<file path="config.mk">
export PLATFORM = sky130hd
export DESIGN_NAME = fc_argmax_flat
export DESIGN_NICKNAME = d
export VERILOG_FILES = /design/src/rtl/fc_argmax_pkg.sv /design/src/rtl/fc_argmax_if.sv /design/src/rtl/fc_score_bank.sv /design/src/rtl/fc_argmax.sv /design/src/flat_wrapper.sv
export SDC_FILE = /design/constraint.sdc
export NUM_CORES = 1
export LEC_CHECK = 0
export BUFFER_PORTS_ARGS = -buffer_cell sky130_fd_sc_hd__buf_2
export CAP_MARGIN = 20
export CORE_ASPECT_RATIO = 0.5
export CORE_MARGIN = 1
export CORE_UTILIZATION = 30
export CTS_CLUSTER_SIZE = 8
export DETAILED_ROUTE_END_ITERATION = 8
export GPL_TIMING_DRIVEN = 0
export SLEW_MARGIN = 15
export SYNTH_ARGS = -nofsm -noshare
export SYNTH_HDL_FRONTEND = slang
export SYNTH_SLANG_ARGS = --single-unit
</file>
<file path="constraint.sdc">
create_clock -name clk -period 11.3 [get_ports clk]
set_clock_uncertainty 0.15 [all_clocks]
set_input_delay 2.26 -clock clk [delete_from_list [all_inputs] [get_ports clk]]
set_output_delay 2.26 -clock clk [all_outputs]
set_load 0.005 [all_outputs]
</file>
<file path="src/rtl/fc_argmax_pkg.sv">
// fc_argmax_pkg: shared defaults and types for the final classification stage.
//   NUM_CLASSES_DEF / SCORE_W_DEF : defaults shared with the fc neuron stages
//   IDX_W_DEF                     : class index width derived from NUM_CLASSES_DEF
//   state_t                       : argmax FSM states
package fc_argmax_pkg;

  localparam int unsigned NUM_CLASSES_DEF = 10;
  localparam int unsigned SCORE_W_DEF     = 38;

  // Width needed to index n classes; never below one bit.
  function automatic int unsigned idx_width(input int unsigned n);
    return (n > 1) ? $clog2(n) : 1;
  endfunction

  localparam int unsigned IDX_W_DEF = idx_width(NUM_CLASSES_DEF);

  typedef enum logic [1:0] {
    ST_IDLE    = 2'd0,
    ST_CAPTURE = 2'd1,
    ST_SCAN    = 2'd2,
    ST_DONE    = 2'd3
  } state_t;

endpackage

</file>
<file path="src/rtl/fc_argmax_if.sv">
// fc_argmax_if: frame-side signals of the argmax stage.
//   enable      : frame active (low aborts the frame)
//   score_in    : flattened signed scores, class i at [i*SCORE_W +: SCORE_W]
//   score_done  : per-neuron done flags
//   class_idx   : winning class index
//   done_argmax : result valid, held while enable stays high
//   busy        : high while capturing or scanning
//   max_score   : winning score (only when FC_ARGMAX_SCORE_OUT_EN is defined)
// master = score producer / result consumer, slave = fc_argmax.
interface fc_argmax_if
  import fc_argmax_pkg::*;
#(
  parameter int unsigned NUM_CLASSES = NUM_CLASSES_DEF,
  parameter int unsigned SCORE_W     = SCORE_W_DEF,
  parameter int unsigned IDX_W       = IDX_W_DEF
) ();

  logic                             enable;
  logic [NUM_CLASSES*SCORE_W-1:0]   score_in;
  logic [NUM_CLASSES-1:0]           score_done;
  logic [IDX_W-1:0]                 class_idx;
  logic                             done_argmax;
  logic                             busy;
`ifdef FC_ARGMAX_SCORE_OUT_EN
  logic signed [SCORE_W-1:0]        max_score;

  modport master (
    output enable, score_in, score_done,
    input  class_idx, done_argmax, busy, max_score
  );

  modport slave (
    input  enable, score_in, score_done,
    output class_idx, done_argmax, busy, max_score
  );
`else
  modport master (
    output enable, score_in, score_done,
    input  class_idx, done_argmax, busy
  );

  modport slave (
    input  enable, score_in, score_done,
    output class_idx, done_argmax, busy
  );
`endif

endinterface

</file>
<file path="src/rtl/fc_score_bank.sv">
// fc_score_bank: per-frame capture registers for the fc output scores.
//   clk, rst    : clock, synchronous active-high reset
//   clear       : drop all capture flags (frame aborted)
//   cap_en      : capture window open
//   score_in    : flattened signed scores
//   score_done  : per-class done flags
//   ptr         : read index for the scan
//   rd_score    : bank[ptr]
//   bank0_next  : bank[0] as it will be after this edge
//   all_next    : every class will be captured after this edge
module fc_score_bank
  import fc_argmax_pkg::*;
#(
  parameter int unsigned NUM_CLASSES = NUM_CLASSES_DEF,
  parameter int unsigned SCORE_W     = SCORE_W_DEF,
  parameter int unsigned IDX_W       = IDX_W_DEF
) (
  input  logic                           clk,
  input  logic                           rst,
  input  logic                           clear,
  input  logic                           cap_en,
  input  logic [NUM_CLASSES*SCORE_W-1:0] score_in,
  input  logic [NUM_CLASSES-1:0]         score_done,
  input  logic [IDX_W-1:0]               ptr,
  output logic signed [SCORE_W-1:0]      rd_score,
  output logic signed [SCORE_W-1:0]      bank0_next,
  output logic                           all_next
);

  logic signed [SCORE_W-1:0] bank [NUM_CLASSES];
  logic [NUM_CLASSES-1:0]    cap_mask;
  logic [NUM_CLASSES-1:0]    new_cap;
  logic [NUM_CLASSES-1:0]    mask_next;

  // A class is taken only on the first cycle its flag is seen in the window.
  always_comb begin
    new_cap   = score_done & ~cap_mask & {NUM_CLASSES{cap_en}};
    mask_next = cap_mask | new_cap;
    all_next  = &mask_next;
    // Lets the FSM seed the scan with a score that lands on the same edge.
    bank0_next = new_cap[0] ? score_in[SCORE_W-1:0] : bank[0];
  end

  always_comb begin
    rd_score = '0;
    for (int unsigned i = 0; i < NUM_CLASSES; i++) begin
      if (ptr == IDX_W'(i)) rd_score = bank[i];
    end
  end

  always_ff @(posedge clk) begin
    if (rst) begin
      cap_mask <= '0;
      for (int unsigned i = 0; i < NUM_CLASSES; i++) bank[i] <= '0;
    end else begin
      cap_mask <= clear ? '0 : mask_next;
      for (int unsigned i = 0; i < NUM_CLASSES; i++) begin
        if (new_cap[i]) bank[i] <= score_in[i*SCORE_W +: SCORE_W];
      end
    end
  end

endmodule

</file>
<file path="src/rtl/fc_argmax.sv">
// fc_argmax: captures one score per fc output neuron per frame, then scans the
// captured bank one signed compare per cycle and reports the winning index.
// Ties resolve to the lowest index.
//   clk, rst : clock, synchronous active-high reset
//   bus      : fc_argmax_if.slave (enable, score_in, score_done in;
//              class_idx, done_argmax, busy out)
// Optional: define FC_ARGMAX_SCORE_OUT_EN to add bus.max_score, the winning
// score, updated together with class_idx.
module fc_argmax
  import fc_argmax_pkg::*;
#(
  parameter int unsigned NUM_CLASSES = NUM_CLASSES_DEF,
  parameter int unsigned SCORE_W     = SCORE_W_DEF,
  parameter int unsigned IDX_W       = IDX_W_DEF
) (
  input  logic          clk,
  input  logic          rst,
  fc_argmax_if.slave    bus
);

  state_t                    state;
  logic [IDX_W-1:0]          ptr;
  logic signed [SCORE_W-1:0] best;
  logic [IDX_W-1:0]          best_idx;
  logic [IDX_W-1:0]          idx_reg;
  logic                      done_reg;
  logic                      busy_reg;

  logic signed [SCORE_W-1:0] rd_score;
  logic signed [SCORE_W-1:0] bank0_next;
  logic                      all_next;
  logic signed [SCORE_W-1:0] cand;
  logic [IDX_W-1:0]          cand_idx;
  logic                      cap_en;

  assign cap_en = bus.enable && (state == ST_CAPTURE);

  fc_score_bank #(
    .NUM_CLASSES (NUM_CLASSES),
    .SCORE_W     (SCORE_W),
    .IDX_W       (IDX_W)
  ) u_bank (
    .clk        (clk),
    .rst        (rst),
    .clear      (!bus.enable),
    .cap_en     (cap_en),
    .score_in   (bus.score_in),
    .score_done (bus.score_done),
    .ptr        (ptr),
    .rd_score   (rd_score),
    .bank0_next (bank0_next),
    .all_next   (all_next)
  );

  // Strictly greater keeps the earlier index on ties.
  always_comb begin
    if (rd_score > best) begin
      cand     = rd_score;
      cand_idx = ptr;
    end else begin
      cand     = best;
      cand_idx = best_idx;
    end
  end

`ifdef FC_ARGMAX_SCORE_OUT_EN
  logic signed [SCORE_W-1:0] max_reg;
  assign bus.max_score = max_reg;
`endif

  always_ff @(posedge clk) begin
    if (rst) begin
      state    <= ST_IDLE;
      ptr      <= '0;
      best     <= '0;
      best_idx <= '0;
      idx_reg  <= '0;
      done_reg <= 1'b0;
      busy_reg <= 1'b0;
`ifdef FC_ARGMAX_SCORE_OUT_EN
      max_reg  <= '0;
`endif
    end else if (!bus.enable) begin
      // Abort: result registers keep their last value.
      state    <= ST_IDLE;
      done_reg <= 1'b0;
      busy_reg <= 1'b0;
    end else begin
      case (state)
        ST_IDLE: begin
          state    <= ST_CAPTURE;
          busy_reg <= 1'b1;
        end
        ST_CAPTURE: begin
          if (all_next) begin
            best     <= bank0_next;
            best_idx <= '0;
            ptr      <= IDX_W'(1);
            if (NUM_CLASSES == 1) begin
              idx_reg  <= '0;
              done_reg <= 1'b1;
              busy_reg <= 1'b0;
              state    <= ST_DONE;
`ifdef FC_ARGMAX_SCORE_OUT_EN
              max_reg  <= bank0_next;
`endif
            end else begin
              state <= ST_SCAN;
            end
          end
        end
        ST_SCAN: begin
          best     <= cand;
          best_idx <= cand_idx;
          ptr      <= ptr + IDX_W'(1);
          if (ptr == IDX_W'(NUM_CLASSES - 1)) begin
            idx_reg  <= cand_idx;
            done_reg <= 1'b1;
            busy_reg <= 1'b0;
            state    <= ST_DONE;
`ifdef FC_ARGMAX_SCORE_OUT_EN
            max_reg  <= cand;
`endif
          end
        end
        ST_DONE: ;
        default: state <= ST_IDLE;
      endcase
    end
  end

  assign bus.class_idx   = idx_reg;
  assign bus.done_argmax = done_reg;
  assign bus.busy        = busy_reg;

endmodule
</file>
<file path="src/flat_wrapper.sv">
// flat-port wrapper written by rule: the top's interface ports become plain ports
module fc_argmax_flat import fc_argmax_pkg::*;
#(
  parameter int unsigned NUM_CLASSES = NUM_CLASSES_DEF,
  parameter int unsigned SCORE_W     = SCORE_W_DEF,
  parameter int unsigned IDX_W       = IDX_W_DEF
)
  (clk, rst, bus_enable, bus_score_in, bus_score_done, bus_class_idx, bus_done_argmax, bus_busy);
  fc_argmax_if #(.NUM_CLASSES(NUM_CLASSES), .SCORE_W(SCORE_W), .IDX_W(IDX_W)) bus_i ();
  input  logic clk;
  input  logic rst;
  input wire logic [$bits(bus_i.enable)-1:0] bus_enable;
  input wire logic [$bits(bus_i.score_in)-1:0] bus_score_in;
  input wire logic [$bits(bus_i.score_done)-1:0] bus_score_done;
  output wire logic [$bits(bus_i.class_idx)-1:0] bus_class_idx;
  output wire logic [$bits(bus_i.done_argmax)-1:0] bus_done_argmax;
  output wire logic [$bits(bus_i.busy)-1:0] bus_busy;
  assign bus_i.enable = bus_enable;
  assign bus_i.score_in = bus_score_in;
  assign bus_i.score_done = bus_score_done;
  assign bus_class_idx = bus_i.class_idx;
  assign bus_done_argmax = bus_i.done_argmax;
  assign bus_busy = bus_i.busy;
  fc_argmax #(.NUM_CLASSES(NUM_CLASSES), .SCORE_W(SCORE_W), .IDX_W(IDX_W)) u_core (.clk(clk), .rst(rst), .bus(bus_i));
endmodule
</file>
==> results.yml, run 1 <==
sta:
  setup_slack_ns: 5.03
  max_freq_ghz: 0.159
  setup_tns_ns: 0
  hold_violations: 0
  setup_viol: 0
  worstMarginPinSlew_ns: 1.28
  final.min_clock_period_ns: 6.27
  slew_violations: 0
  post-route-period-util_pct: 55.5
  maxSlewHeadroom_pct: 12.8
  worst_hold_slack_ns: 0.302
  rsz0062_at_grt: "no"
logic_synthesis:
  synth.top_cell.area_share_pct: 53.0
  ys_seq_area_share_pct: 59.0
  syn_area_per_cell_um2: 11.3
  syn_area_um2: 21500
  synth_flop_cell: "edfxtp_1"
  synth-edff-count: 380
  synthCells: 1897
  ys_types: 63
  synth_top_area_cell: "edfxtp_1"
  synth_area_leaders: "edfxtp_1 (53%), and2_1 (11%), dfxtp_1 (6.0%)"
  synthesis.nets: 2335
  yosys_warnings: 0
  yosys_register_bits: 444
  yosysMostFrequentCell: "and2_1"
  ys_top_cells_by_count: "and2_1 (383), edfxtp_1 (380), o21ai_0 (153), clkbuf_1 (107), a21oi_1 (102)"
  async_reset_ff_share_pct: 0
floorplan:
  core-area_um2: 71000
  dieHeight_um: 191
  dieArea_um2: 72900
  die-width_um: 381
  rows: 69
  ios: 399
  start_util_pct: 30.3
final_layout:
  largest-register: "u_core.u_bank.bank"
  reg_top3: "u_core.u_bank.bank x380, u_core.best x38, u_core.u_bank.cap_mask x10"
  drive_above_1_share_pct: 22.3
  area_growth_pct: 24.9
  layout.nets: 2808
  nFillCells: 7026
  largest_register_ff_count: 380
placement:
  dp_hpwl_um: 64500
  place.gp.congestion: 0.945
  io_buffers: 397
  post-place-ws_ns: 5.42
hold_path:
  holdCritPathClass: "reg -> reg"
  hold_start: "u_core.bus.busy"
power_and_ir_drop:
  peakVddDrop_v: 0.000111
  total_power_w: 0.00403
  leakagePower_nw: 10.5
  p_per_area_nw_per_um2: 150
critical_path:
  cp_data_required_time_ns: 11.59
  cpLargestDelayFamily: "compound AO/OA/AOI/OAI gates"
  critPathMaxFanout: 10
  critical_path.startpoint: "u_core.ptr[1]"
  path_cells: "inv_1 -> ha_1 -> and3b_1 -> clkbuf_1 -> buf_1 -> a2111oi_0 -> o21ai_0 -> ha_1 -> nand4_1 -> nor4_2 -> nand3_1 -> o2111a_1 -> and3_1 -> a211oi_2 -> clkbuf_1 -> o21ai_0"
  critPathKind: "reg -> reg"
  arrival_ns: 6.57
  startpoint_type: "register"
  cpMaxStageDelayCell: "a2111oi_0"
  regToRegStartpoint: "u_core.ptr[1]"
  worstPathBufferInverterCount: 4
  max_stage_delay_ns: 1.20
  end_kind: "register"
grt:
  grt_antenna_before_repair: 16
  grt_pass1_wl_um: 115000
  grt_overflow_total: 0
  grt_use_total_pct: 21.9
  global_route.usage.met2_pct: 38.3
  grt_pass1_vias: 17100
  grt-busiest-layer: "met2"
  grt_use_met3_pct: 3.48
  gr-usage-met1_pct: 27.4
  grt_max_degree: 31
cts:
  cts_tree: "yes"
  cts.hold.buffers_added: 0
  cts_buffers: 61
  clk_latency_ns: 0.60
  post_cts_buffers: 0
  cts_max_path_buffers: 3
  cts_resized: 0
  path_clk_slew_ns: 0.06
  cts_root_buffer: "clkbuf_16"
  clock_sinks: 444
  ctsHtreeMaxLevel: 2
status:
  status: "finished clean"
route:
  drt_first_pass_iters: 5
  drt_iter0_drc: 2049
  wl_um: 82700
  wl_per_cell_um: 24.4
  drc: 0
  drtAntennaViolNets: 0
  routed-via-count: 17600
  viasPerCell: 5.19
job:
  cap_violations: 0
## placed cells by master (no fill, tap or decap), drive strengths merged, types with 9 or more instances in the layout
cell / instances
buf: 450
and2: 383
edfxtp: 380
clkbuf: 219
o21ai: 189
a21oi: 103
nand2: 100
nor2: 92
a221oi: 68
dfxtp: 64
inv: 50
ha: 45
a221o: 41
nand3: 38
mux2i: 35
o221ai: 30
diode: 11
nand2b: 11
a31oi: 10
a211oi: 10
o211ai: 9
## final timing paths
kind | endpoint | slack, ns | cells after the start
min | u_core.bus.busy | 0.30 | 2
min reg2reg | u_core.bus.busy | 0.30 | 2
max reg2reg | u_core.best[21] | 5.03 | 16
max | u_core.best[21] | 5.03 | 16
## logic make-up after synthesis
family	after synthesis	share of synthesized area [%]
AO/OA/AOI/OAI	494	15.1
buffers and inverters	195	3.78
adder cells (fa/ha/maj)	45	2.62
AND/OR/NAND/NOR	677	17.6
multiplexers	42	1.99
flip-flops	444	59.0
## final cells by class
cell class | instances | area [um2] | share of cell area, %
antenna | 11 | 27.5 | 0.102
buffer | 147 | 634 | 2.36
clock inverter | 3 | 22.5 | 0.0838
sequential | 444 | 12700 | 47.2
multi-input combinational | 1258 | 8130 | 30.2
tap | 958 | 1200 | 4.46
clock buffer | 112 | 1720 | 6.39
timing repair buffer | 410 | 2280 | 8.50
inverter | 48 | 180 | 0.670
## metal layers
layer	share of wire (%)	wire (um)
met5	0.041	34
met4	3.6	2970
met2	50	41200
met1	39	32500
met3	7.2	5980
## worst register-to-register path, stage by stage (launching register included)
cell and delay (ns):
dfxtp_1 0.47, inv_1 0.11, ha_1 0.30, and3b_1 0.25, clkbuf_1 0.32, buf_1 0.42
a2111oi_0 1.20, o21ai_0 0.27, ha_1 0.37, nand4_1 0.19, nor4_2 0.37, nand3_1 0.13
o2111a_1 0.17, and3_1 0.20, a211oi_2 0.49, clkbuf_1 0.51, o21ai_0 0.20
## power breakdown
group / total (W) / internal, W / switching (W) / leakage (nW)
sequential: 0.00189 / 0.00186 / 0.0000315 / 4.46
clock: 0.00171 / 0.00101 / 0.000704 / 0.825
combinational: 0.000430 / 0.000159 / 0.000271 / 5.24
total: 0.00403 / 0.00303 / 0.00101 / 10.5
## through the flow
stage | area (um2) | util, % | std cells
final | 26900 | 37.9 | 3391
after global routing | 26900 | 37.9 | 3387
after CTS | 26900 | 37.8 | 3380
after detailed placement | 25100 | 35.4 | 3265
after global placement | 24700 | 34.8 | 3252
after floorplan | 21500 | - | 1897
No activity file was read; power rests on OpenSTA's default activity.
==> inputs of run 2 (changes only) <==
--- a/config.mk
+++ b/config.mk
@@ -5,6 +5,7 @@
 export SDC_FILE = /design/constraint.sdc
 export NUM_CORES = 1
 export LEC_CHECK = 0
+export ABC_AREA = 1
 export BUFFER_PORTS_ARGS = -buffer_cell sky130_fd_sc_hd__buf_2
 export CAP_MARGIN = 20
 export CORE_ASPECT_RATIO = 0.5
==> constraint.sdc (replaced) <==
create_clock -name clk -period 6.01 [get_ports clk]
set_clock_uncertainty 0.15 [all_clocks]
set_input_delay 1.202 -clock clk [delete_from_list [all_inputs] [get_ports clk]]
set_output_delay 1.202 -clock clk [all_outputs]
set_load 0.005 [all_outputs]
==> run 2 against run 1 <==
Effect of this change:
- area after synthesis increased by 11%
- count of clock-buffer cells in the layout shrank 15
- fmax grew 15%
- combinational power increased to 4.8 times the previous value
- power is 120% higher
- cell count rose by 35%
- global-route usage fell by 1.6 points
- sequential share of layout area is 3.1 points lower
- first-iteration DRC count is 22% lower
- register-to-register slack got worse by 4.5 ns
- final area is 7.1% higher
- largest cell class unchanged
==> results.yml, run 2 <==
status:
  status: "finished clean"
final_layout:
  largest-register: "u_core.u_bank.bank"
  area_growth_pct: 21.1
  reg_top3: "u_core.u_bank.bank x380, u_core.best x38, u_core.u_bank.cap_mask x10"
  final_common_cell: "nand2_1"
  nFillCells: 8169
  largest_register_ff_count: 380
  drive_above_1_share_pct: 15.9
  layout.nets: 3955
  final_cell_mix: "nand2_1 (849), inv_1 (591), nor2_1 (561)"
placement:
  dp_hpwl_um: 67600
  place.gp.congestion: 1.04
  io_buffers: 397
cts:
  cts_tree: "yes"
  cts.hold.buffers_added: 0
  cts_max_path_buffers: 3
  path_clk_slew_ns: 0.05
  clock_sinks: 444
  clk_latency_ns: 0.62
  cts_root_buffer: "clkbuf_16"
  cts_buffers: 61
  post_cts_buffers: 0
  cts_resized: 0
  ctsHtreeMaxLevel: 2
grt:
  grt_overflow_total: 0
  grt_pass1_wl_um: 120000
  global_route.usage.met2_pct: 35.7
  grt_antenna_before_repair: 3
  gr-usage-met1_pct: 23.7
  grt_use_met3_pct: 4.24
  grt_use_total_pct: 20.3
  grt_max_degree: 39
  grt_pass1_vias: 20600
  grt-busiest-layer: "met2"
power_and_ir_drop:
  p_per_area_nw_per_um2: 311
  leakagePower_nw: 14.6
  peakVddDrop_v: 0.000241
logic_synthesis:
  yosysMostFrequentCell: "nand2_1"
  syn_area_um2: 23800
  yosys_warnings: 0
  synth.top_cell.area_share_pct: 48.0
  syn_area_per_cell_um2: 7.78
  synthCells: 3056
  yosys_register_bits: 444
  synth_flop_cell: "edfxtp_1"
  async_reset_ff_share_pct: 0
  ys_seq_area_share_pct: 53.4
  ys_top_cells_by_count: "nand2_1 (850), inv_1 (591), nor2_1 (561), edfxtp_1 (380), nand3_1 (164)"
  ys_types: 38
  synth-edff-count: 380
  synth_top_area_cell: "edfxtp_1"
  synth_area_leaders: "edfxtp_1 (48%), nand2_1 (13%), inv_1 (9.3%)"
  synthesis.nets: 3494
critical_path:
  critPathKind: "reg -> reg"
  critPathMaxFanout: 10
  regToRegStartpoint: "u_core.ptr[1]"
  startpoint_type: "register"
  arrival_ns: 5.81
  r2r_slack_ns: 0.56
  end_kind: "register"
  r2r-end: "u_core.best[26]"
  cp_data_required_time_ns: 6.36
  rr_worst_depth: 26
floorplan:
  dieArea_um2: 80500
  core-area_um2: 77800
  ios: 399
  dieHeight_um: 201
  start_util_pct: 30.6
  rows: 72
  die-width_um: 400
sta:
  hold_violations: 0
  rsz0062_at_grt: "no"
  max_freq_ghz: 0.183
  post-route-period-util_pct: 90.7
  setup_tns_ns: 0
  worstMarginPinSlew_ns: 1.00
  slew_violations: 0
  setup_viol: 0
  maxSlewHeadroom_pct: 32.8
  final.min_clock_period_ns: 5.45
  worst_hold_slack_ns: 0.309
hold_path:
  min_to: "u_core.bus.done_argmax"
  hold_start: "u_core.bus.done_argmax"
  hold_depth: 1
  holdCritPathClass: "reg -> reg"
route:
  drt_first_pass_iters: 5
  wl_um: 83800
  wl_per_cell_um: 18.3
  routed-via-count: 20900
  drtAntennaViolNets: 0
  viasPerCell: 4.54
  drt_iter0_drc: 1600
  drc: 0
job:
  cap_violations: 0
-- run 2: changes by cell type in the layout (fill, tap and decap cells not counted), moves of 54 or more --
cell      change
inv_1       +544
and2_1      -383
o21ai_0      -99
nand3_1     +126
or2_2        +54
a221oi_1     -67
nand2_1     +750
a21oi_1      -73
nor2_1      +470
-- run 2: cell type report --
cell class                 count  area [um2]  area share [%]
antenna                        1        2.50         0.00869
buffer                       140         596            2.07
clock buffer                  97        1680            5.84
clock inverter                 2        21.3          0.0739
inverter                     599        2250            7.81
multi-input combinational   1873        8250            28.7
sequential                   444       12700            44.1
tap                         1036        1300            4.50
timing repair buffer         398        2010            6.97
-- run 2: routing by layer --
layer | wire length [um] | vias to the layer above
li1 | - | 10200
met1 | 32600 | 9898
met2 | 41500 | 573
met3 | 5480 | 175
met4 | 4120 | 2
met5 | 13 | -
-- run 2: kinds of logic after synthesis --
| family | after synthesis | share of synthesized area (%) |
|---|---|---|
| fa+ha+maj | 45 | 2.37 |
| xor+xnor | 2 | 0.0737 |
| compound gates | 93 | 2.12 |
| simple gates | 1733 | 30.1 |
| buf+inv | 739 | 12.0 |
| flops | 444 | 53.4 |
-- run 2: critical path: stages (launching register included) --
cell and delay (ns):
dfxtp_1 0.35, inv_1 0.12, ha_1 0.34, inv_2 0.11, nor3_1 0.69, inv_2 0.15
clkbuf_1 0.40, clkbuf_1 0.32, nand2_1 0.11, nand3b_1 0.30, nand2_1 0.09, inv_1 0.06
ha_1 0.29, nand2_1 0.16, nor2_2 0.07, nand4_2 0.12, inv_1 0.06, a21oi_1 0.34
nand3_1 0.18, nand2_2 0.11, nand3_4 0.12, nand2_2 0.09, nand2_2 0.10, buf_6 0.17
buf_6 0.14, nor2_1 0.13, nor2_1 0.05
-- run 2: per-stage QoR --
stage	util [%]	cells	area, um2	power (W)	worst slack [ns]
4_1_cts	37.0	4589	28800	0.00895	0.669
3_5_place_dp	34.8	4490	27100	0.00577	0.699
3_3_place_gp	34.8	4489	27100	0.00574	0.734
2_1_floorplan	-	3056	23800	0.00492	2.32
5_1_grt	37.0	4589	28800	0.00933	0.293
6_report	37.0	4590	28800	0.00896	0.558
-- run 2: how the worst max path moves through the flow --
stage,startpoint,endpoint,slack [ns],depth (start not counted)
detailed placement,u_core.ptr[1],u_core.best[26],0.70,26
finish,u_core.ptr[1],u_core.best[26],0.56,26
global placement,u_core.ptr[1],u_core.best[12],0.73,24
floorplan,u_core.ptr[1],u_core.best[10],2.32,25
global route,u_core.ptr[1],u_core.best[17],0.29,26
CTS,u_core.ptr[1],u_core.best[26],0.67,26
-- run 2: report_power, final --
group	switching, W	total (W)	internal [W]
Combinational	0.00148	0.00207	0.000599
Sequential	0.0000746	0.00369	0.00361
Clock	0.00132	0.00320	0.00188
